`src/rtl/seq_div_32_if.sv`:
```
// seq_div_32_if: start/done handshake and operand/result bus between ALU control and the divider
//   master: ALU control, drives START/SIGNED/DIVIDEND/DIVISOR and reads the results
//   slave : divider, reads operands and drives BUSY/DONE/QUOTIENT/REMAINDER/DIV_BY_ZERO
interface seq_div_32_if #(parameter int WIDTH = 32);
    logic             START;
    logic             SIGNED;
    logic [WIDTH-1:0] DIVIDEND;
    logic [WIDTH-1:0] DIVISOR;
    logic             BUSY;
    logic             DONE;
    logic [WIDTH-1:0] QUOTIENT;
    logic [WIDTH-1:0] REMAINDER;
    logic             DIV_BY_ZERO;
    modport master (
        output START, SIGNED, DIVIDEND, DIVISOR,
        input  BUSY, DONE, QUOTIENT, REMAINDER, DIV_BY_ZERO
    );
    modport slave (
        input  START, SIGNED, DIVIDEND, DIVISOR,
        output BUSY, DONE, QUOTIENT, REMAINDER, DIV_BY_ZERO
    );
endinterface

```
`src/rtl/seq_div_32.sv`:
```
// seq_div_32: multi-cycle restoring signed/unsigned divider, one quotient bit per cycle
//   CLK, RST : clock, synchronous active-high reset
//   bus      : slave side of seq_div_32_if (START/SIGNED/DIVIDEND/DIVISOR in,
//              BUSY/DONE/QUOTIENT/REMAINDER/DIV_BY_ZERO out)
module seq_div_32 #(parameter int WIDTH = 32) (
    input logic         CLK,
    input logic         RST,
    seq_div_32_if.slave bus
);
    typedef enum logic [1:0] {IDLE, PREP, ITER, FIX} state_t;
    state_t                   state;
    logic                     sg, neg_q, neg_r, dz;
    logic [WIDTH-1:0]         a, b, r;
    logic [$clog2(WIDTH)-1:0] cnt;
    logic [WIDTH:0]           trial;
    // a holds the dividend bits still to be shifted in and, from the low end, the quotient;
    // r < b always holds, so the shifted remainder minus b fits a WIDTH+1-bit signed result
    assign trial = {r, a[WIDTH-1]} - {1'b0, b};
    always_ff @(posedge CLK) begin
        if (RST) begin
            state           <= IDLE;
            cnt             <= '0;
            sg              <= 1'b0;
            neg_q           <= 1'b0;
            neg_r           <= 1'b0;
            dz              <= 1'b0;
            a               <= '0;
            b               <= '0;
            r               <= '0;
            bus.BUSY        <= 1'b0;
            bus.DONE        <= 1'b0;
            bus.QUOTIENT    <= '0;
            bus.REMAINDER   <= '0;
            bus.DIV_BY_ZERO <= 1'b0;
        end else begin
            bus.DONE <= 1'b0;
            case (state)
                IDLE: if (bus.START) begin
                    sg       <= bus.SIGNED;
                    a        <= bus.DIVIDEND;
                    b        <= bus.DIVISOR;
                    bus.BUSY <= 1'b1;
                    state    <= PREP;
                end
                PREP: begin
                    // on a zero divisor a keeps the raw dividend so it can be returned untouched
                    dz    <= (b == '0);
                    a     <= (sg && a[WIDTH-1] && b != '0) ? -a : a;
                    b     <= (sg && b[WIDTH-1]) ? -b : b;
                    neg_q <= sg & (a[WIDTH-1] ^ b[WIDTH-1]);
                    neg_r <= sg & a[WIDTH-1];
                    r     <= '0;
                    cnt   <= $bits(cnt)'(WIDTH - 1);
                    state <= (b == '0) ? FIX : ITER;
                end
                ITER: begin
                    r     <= trial[WIDTH] ? {r[WIDTH-2:0], a[WIDTH-1]} : trial[WIDTH-1:0];
                    a     <= {a[WIDTH-2:0], ~trial[WIDTH]};
                    cnt   <= cnt - 1'b1;
                    state <= (cnt == '0) ? FIX : ITER;
                end
                FIX: begin
                    bus.QUOTIENT    <= dz ? '1 : (neg_q ? -a : a);
                    bus.REMAINDER   <= dz ? a : (neg_r ? -r : r);
                    bus.DIV_BY_ZERO <= dz;
                    bus.DONE        <= 1'b1;
                    bus.BUSY        <= 1'b0;
                    state           <= IDLE;
                end
                default: state <= IDLE;
            endcase
        end
    end
endmodule

```
`src/flat_wrapper.sv`:
```
// flat-port wrapper written by rule: the top's interface ports become plain ports
module seq_div_32_flat 
#(parameter int WIDTH = 32)
  (CLK, RST, bus_START, bus_SIGNED, bus_DIVIDEND, bus_DIVISOR, bus_BUSY, bus_DONE, bus_QUOTIENT, bus_REMAINDER, bus_DIV_BY_ZERO);
  seq_div_32_if #(.WIDTH(WIDTH)) bus_i ();
  input logic CLK;
  input logic RST;
  input wire logic [$bits(bus_i.START)-1:0] bus_START;
  input wire logic [$bits(bus_i.SIGNED)-1:0] bus_SIGNED;
  input wire logic [$bits(bus_i.DIVIDEND)-1:0] bus_DIVIDEND;
  input wire logic [$bits(bus_i.DIVISOR)-1:0] bus_DIVISOR;
  output wire logic [$bits(bus_i.BUSY)-1:0] bus_BUSY;
  output wire logic [$bits(bus_i.DONE)-1:0] bus_DONE;
  output wire logic [$bits(bus_i.QUOTIENT)-1:0] bus_QUOTIENT;
  output wire logic [$bits(bus_i.REMAINDER)-1:0] bus_REMAINDER;
  output wire logic [$bits(bus_i.DIV_BY_ZERO)-1:0] bus_DIV_BY_ZERO;
  assign bus_i.START = bus_START;
  assign bus_i.SIGNED = bus_SIGNED;
  assign bus_i.DIVIDEND = bus_DIVIDEND;
  assign bus_i.DIVISOR = bus_DIVISOR;
  assign bus_BUSY = bus_i.BUSY;
  assign bus_DONE = bus_i.DONE;
  assign bus_QUOTIENT = bus_i.QUOTIENT;
  assign bus_REMAINDER = bus_i.REMAINDER;
  assign bus_DIV_BY_ZERO = bus_i.DIV_BY_ZERO;
  seq_div_32 #(.WIDTH(WIDTH)) u_core (.CLK(CLK), .RST(RST), .bus(bus_i));
endmodule
```
`config.mk`:
```
export PLATFORM = sky130hd
export DESIGN_NAME = seq_div_32_flat
export DESIGN_NICKNAME = d
export VERILOG_FILES = /design/src/rtl/seq_div_32_if.sv /design/src/rtl/seq_div_32.sv /design/src/flat_wrapper.sv
export SDC_FILE = /design/constraint.sdc
export NUM_CORES = 1
export LEC_CHECK = 0
export ABC_CLOCK_PERIOD_IN_PS = 9440
export CORE_AREA = 2 2 219 157
export CTS_CLUSTER_SIZE = 16
export DETAILED_ROUTE_END_ITERATION = 12
export DIE_AREA = 0 0 221 159
export DONT_BUFFER_PORTS = 1
export PLACE_DENSITY = 0.47
export SYNTH_ARGS = -nofsm -noshare
export SYNTH_HDL_FRONTEND = slang
export SYNTH_SLANG_ARGS = --single-unit
```
`constraint.sdc`:
```
create_clock -name CLK -period 9.44 [get_ports CLK]
set_input_delay 1.888 -clock CLK [delete_from_list [all_inputs] [get_ports CLK]]
set_output_delay 1.888 -clock CLK [all_outputs]
set_load 0.005 [all_outputs]
```
==> flow_metrics.env <==
export IMPL_status="completed"
export IMPL_grtUsageTotal_pct=22.52
export IMPL_rsz0062_at_grt="false"
export IMPL_internal_power_mw=2.044
export IMPL_worstPathArrival_ns=4.25
export IMPL_final_util_pct=36.85
export IMPL_whs_endpoint="u_core.cnt[3]"
export IMPL_fmax_mhz=254.5
export IMPL_cp_top_family="compound AO/OA/AOI/OAI gates"
export IMPL_synth_edf_count=0
export IMPL_hp_class="flip-flop to flip-flop"
export IMPL_critPathKind="flip-flop to flip-flop"
export IMPL_rows=56
export IMPL_worstPathMaxFanout=31
export IMPL_stdcell_area_um2=12160
export IMPL_grt_pass1_wl_um=62250
export IMPL_gp_congestion=0.8977
export IMPL_cts_sinks=174
export IMPL_cts_buffers=17
export IMPL_slowest_delay_ns=0.79
export IMPL_p_per_area_nw_per_um2=324.8
export IMPL_worstPathCellList="inv_1 -> ha_1 -> a21o_1 -> or2_2 -> nor2_1 -> a2111oi_0 -> o2111ai_1 -> a21oi_1 -> xnor2_2 -> buf_4 -> nand2b_1 -> o21ai_0"
export IMPL_htree_levels=4
export IMPL_firstDrtPassIters=5
export IMPL_yosysTopAreaCell="dfxtp_1"
export IMPL_r2r_slack_ns=5.51
export IMPL_postSynthCellCount=1509
export IMPL_io_pins=135
export IMPL_synth_main_ff_cell="dfxtp_1"
export IMPL_synth_nets=1618
export IMPL_drc_errors=0
export IMPL_coreArea_um2=33000
export IMPL_fin_worst_skew_ns=0.01528
export IMPL_first_global_vias=9904
export IMPL_slew_headroom_pct=21.13
export IMPL_yosysWarnings=0
export IMPL_finalSetupTns_ns=0
export IMPL_area_growth_pct=6.638
export IMPL_synth_area_um2=11400
export IMPL_drv_cap=0
export IMPL_diodes=0
export IMPL_worst_path_buf_inv=2
export IMPL_cp_slowest_cell="a2111oi_0"
export IMPL_antenna_left=0
export IMPL_final_seq_area_um2=3485
export IMPL_via_count=10790
export IMPL_dpl_hpwl_um=28530
export IMPL_die_w_um=221
export IMPL_crit_path_start_kind="flip-flop"
export IMPL_ys_types=64
export IMPL_worstMarginPinSlew_ns=1.183
export IMPL_yosysSeqAreaShare_pct=30.54
export IMPL_grt_overflow_total=0
export IMPL_ir_drop_v=0.0001751
export IMPL_nFillCells=3504
export IMPL_drtIter0Drc=938
export IMPL_r2r_cells=12
export IMPL_drive_gt1_share_pct=4.327
export IMPL_finalCritPeriodShare_pct=41.62
export IMPL_hold_violations=0
export IMPL_cts_hold_buf=0
export IMPL_power_frac_seq_pct=29.3
export IMPL_p_switching_mw=1.906
export IMPL_initial_core_util_pct=34.56
export IMPL_r2r_end="u_core.r[26]"
export IMPL_synth_commonest_cells="nor2_1, dfxtp_1, nand2_1, o21ai_0, clkbuf_1"
export IMPL_grt_max_degree=146
export IMPL_sw_frac_of_total_pct=48.25
export IMPL_portBuffers=0
export IMPL_ctsResizeCount=0
export IMPL_viasPerCell=5.774
export IMPL_slew_viol_final=0
export IMPL_setup_viol=0
export IMPL_synth_most_common_cell="nor2_1"
export IMPL_synth_top_cells_by_area="dfxtp_1, nor2_1, o21ai_0, mux2i_1, nand2_1"
export IMPL_nets=1531
export IMPL_clk_path_buf_depth=2
export IMPL_multi_input_area_um2=7297
export IMPL_clockRootBuffer="clkbuf_16"
export IMPL_synthArstFlopShare_pct=0
export IMPL_critPathCaptureType="flip-flop"
export IMPL_p_comb_share_pct=53.3
export IMPL_postPlaceCellArea_um2=11630
export IMPL_rr_startpoint="u_core.b[25]"
export IMPL_avgSynthCellArea_um2=7.558
export IMPL_hold_depth=1
export IMPL_cts_reportedPaths_clkPinSlew_ns=0.07
export IMPL_fin_crit_ns=3.929
export IMPL_pwr_share_clk_pct=17.4
export IMPL_die_h_um=159
export IMPL_leakagePower_nw=4.646
export IMPL_clk_latency_ns=0.46
export IMPL_wl_per_cell_um=21.41
export IMPL_ys_seq_elements=174
export IMPL_synth_top_area_share_pct=30.54
export IMPL_drt_total_wl_um=40000
export IMPL_hp_start="u_core.cnt[3]"
export IMPL_antenna_found_initial=0
export IMPL_cts_setup_buffers=0
export IMPL_cts_tree="done"
export IMPL_dieArea_um2=35140
export IMPL_required_ns=9.76
worst max-delay path by stage:
| stage | start | end | slack, ns | depth (start not counted) |
|---|---|---|---|---|
| final | u_core.b[25] | u_core.r[26] | 5.51 | 12 |
| after global routing | u_core.b[19] | u_core.r[26] | 5.19 | 12 |
| after CTS | u_core.b[25] | u_core.r[1] | 5.53 | 12 |
| after detailed placement | bus_START | u_core.b[18] | 5.40 | 6 |
| after global placement | bus_START | u_core.b[18] | 5.42 | 6 |
| after floorplan | bus_START | u_core.a[11] | 5.82 | 6 |
cell families after synthesis:
logic type | Yosys count | synth area share (%)
and+or+nand+nor | 521 | 21.49
muxes | 57 | 5.025
AOI/OAI and AO/OA | 455 | 25.86
adders and majority gates | 41 | 4.564
xor gates and xnor gates | 87 | 6.681
buffers and inverters | 174 | 5.837
DFF | 174 | 30.54
cells in the final DEF, fill, tap and decap left out, types with 17 or more instances in the layout:
cell,n
and3_1,24
o21ai_0,136
mux2i_1,55
o31ai_1,25
nand2_1,144
a21oi_1,77
ha_1,38
nand3_1,22
clkbuf_16,17
nor3_1,25
xor2_1,44
a211oi_1,22
inv_1,55
o22ai_1,33
xnor2_1,42
or3_1,30
a221o_1,18
nand2b_1,25
dfxtp_1,173
nor2_1,188
a22oi_1,30
layout make-up:
type / count / share of cell area (%)
flip-flops and latches: 174 / 28.65
inverters: 55 / 1.698
clock inverters: 8 / 0.5556
repair buffers: 13 / 0.8025
multi-input cells: 1161 / 60.00
well taps: 435 / 4.475
clock buffers: 22 / 3.817
per-layer routing:
| layer | track usage, % | up-vias | part of all wire, % |
|---|---|---|---|
| met3 | 7.031 | 25 | 8.3 |
| met4 | 4.454 | 0 | 1.0 |
| li1 | - | 5256 | - |
| met5 | 0 | - | 0 |
| met2 | 29.90 | 338 | 39 |
| met1 | 34.82 | 5167 | 52 |
stage by stage:
stage	power (mW)	hold slack, ns	setup WS, ns	cells
finish	3.950	0.4879	5.511	1868
detailed placement	3.234	0.4701	5.399	1838
global placement	3.237	0.4605	5.422	1838
floorplan	2.680	0.4487	5.819	1509
global route	4.279	0.5241	5.194	1868
CTS	3.934	0.4822	5.532	1868
power groups by stage:
| stage | Combinational, mW | Clock [mW] | Sequential [mW] |
|---|---|---|---|
| finish | 2.10 | 0.688 | 1.16 |
| global route | 2.36 | 0.732 | 1.19 |
| CTS | 2.08 | 0.707 | 1.15 |
| detailed placement | 2.07 | 0 | 1.17 |
| global placement | 2.07 | 0 | 1.16 |
| floorplan | 1.66 | 0 | 1.02 |
registers in the layout (all words and copies together) (netlist names):
name / count
u_core.bus.DIV_BY_ZERO: 1
u_core.r: 32
u_core.state: 2
u_core.a: 32
u_core.neg_q: 1
u_core.dz: 1
u_core.bus.QUOTIENT: 32
u_core.bus.BUSY: 1
u_core.neg_r: 1
u_core.sg: 1
u_core.bus.DONE: 1
u_core.cnt: 5
u_core.b: 32
u_core.bus.REMAINDER: 32
Note: power is estimated with default switching activity, not from simulation.
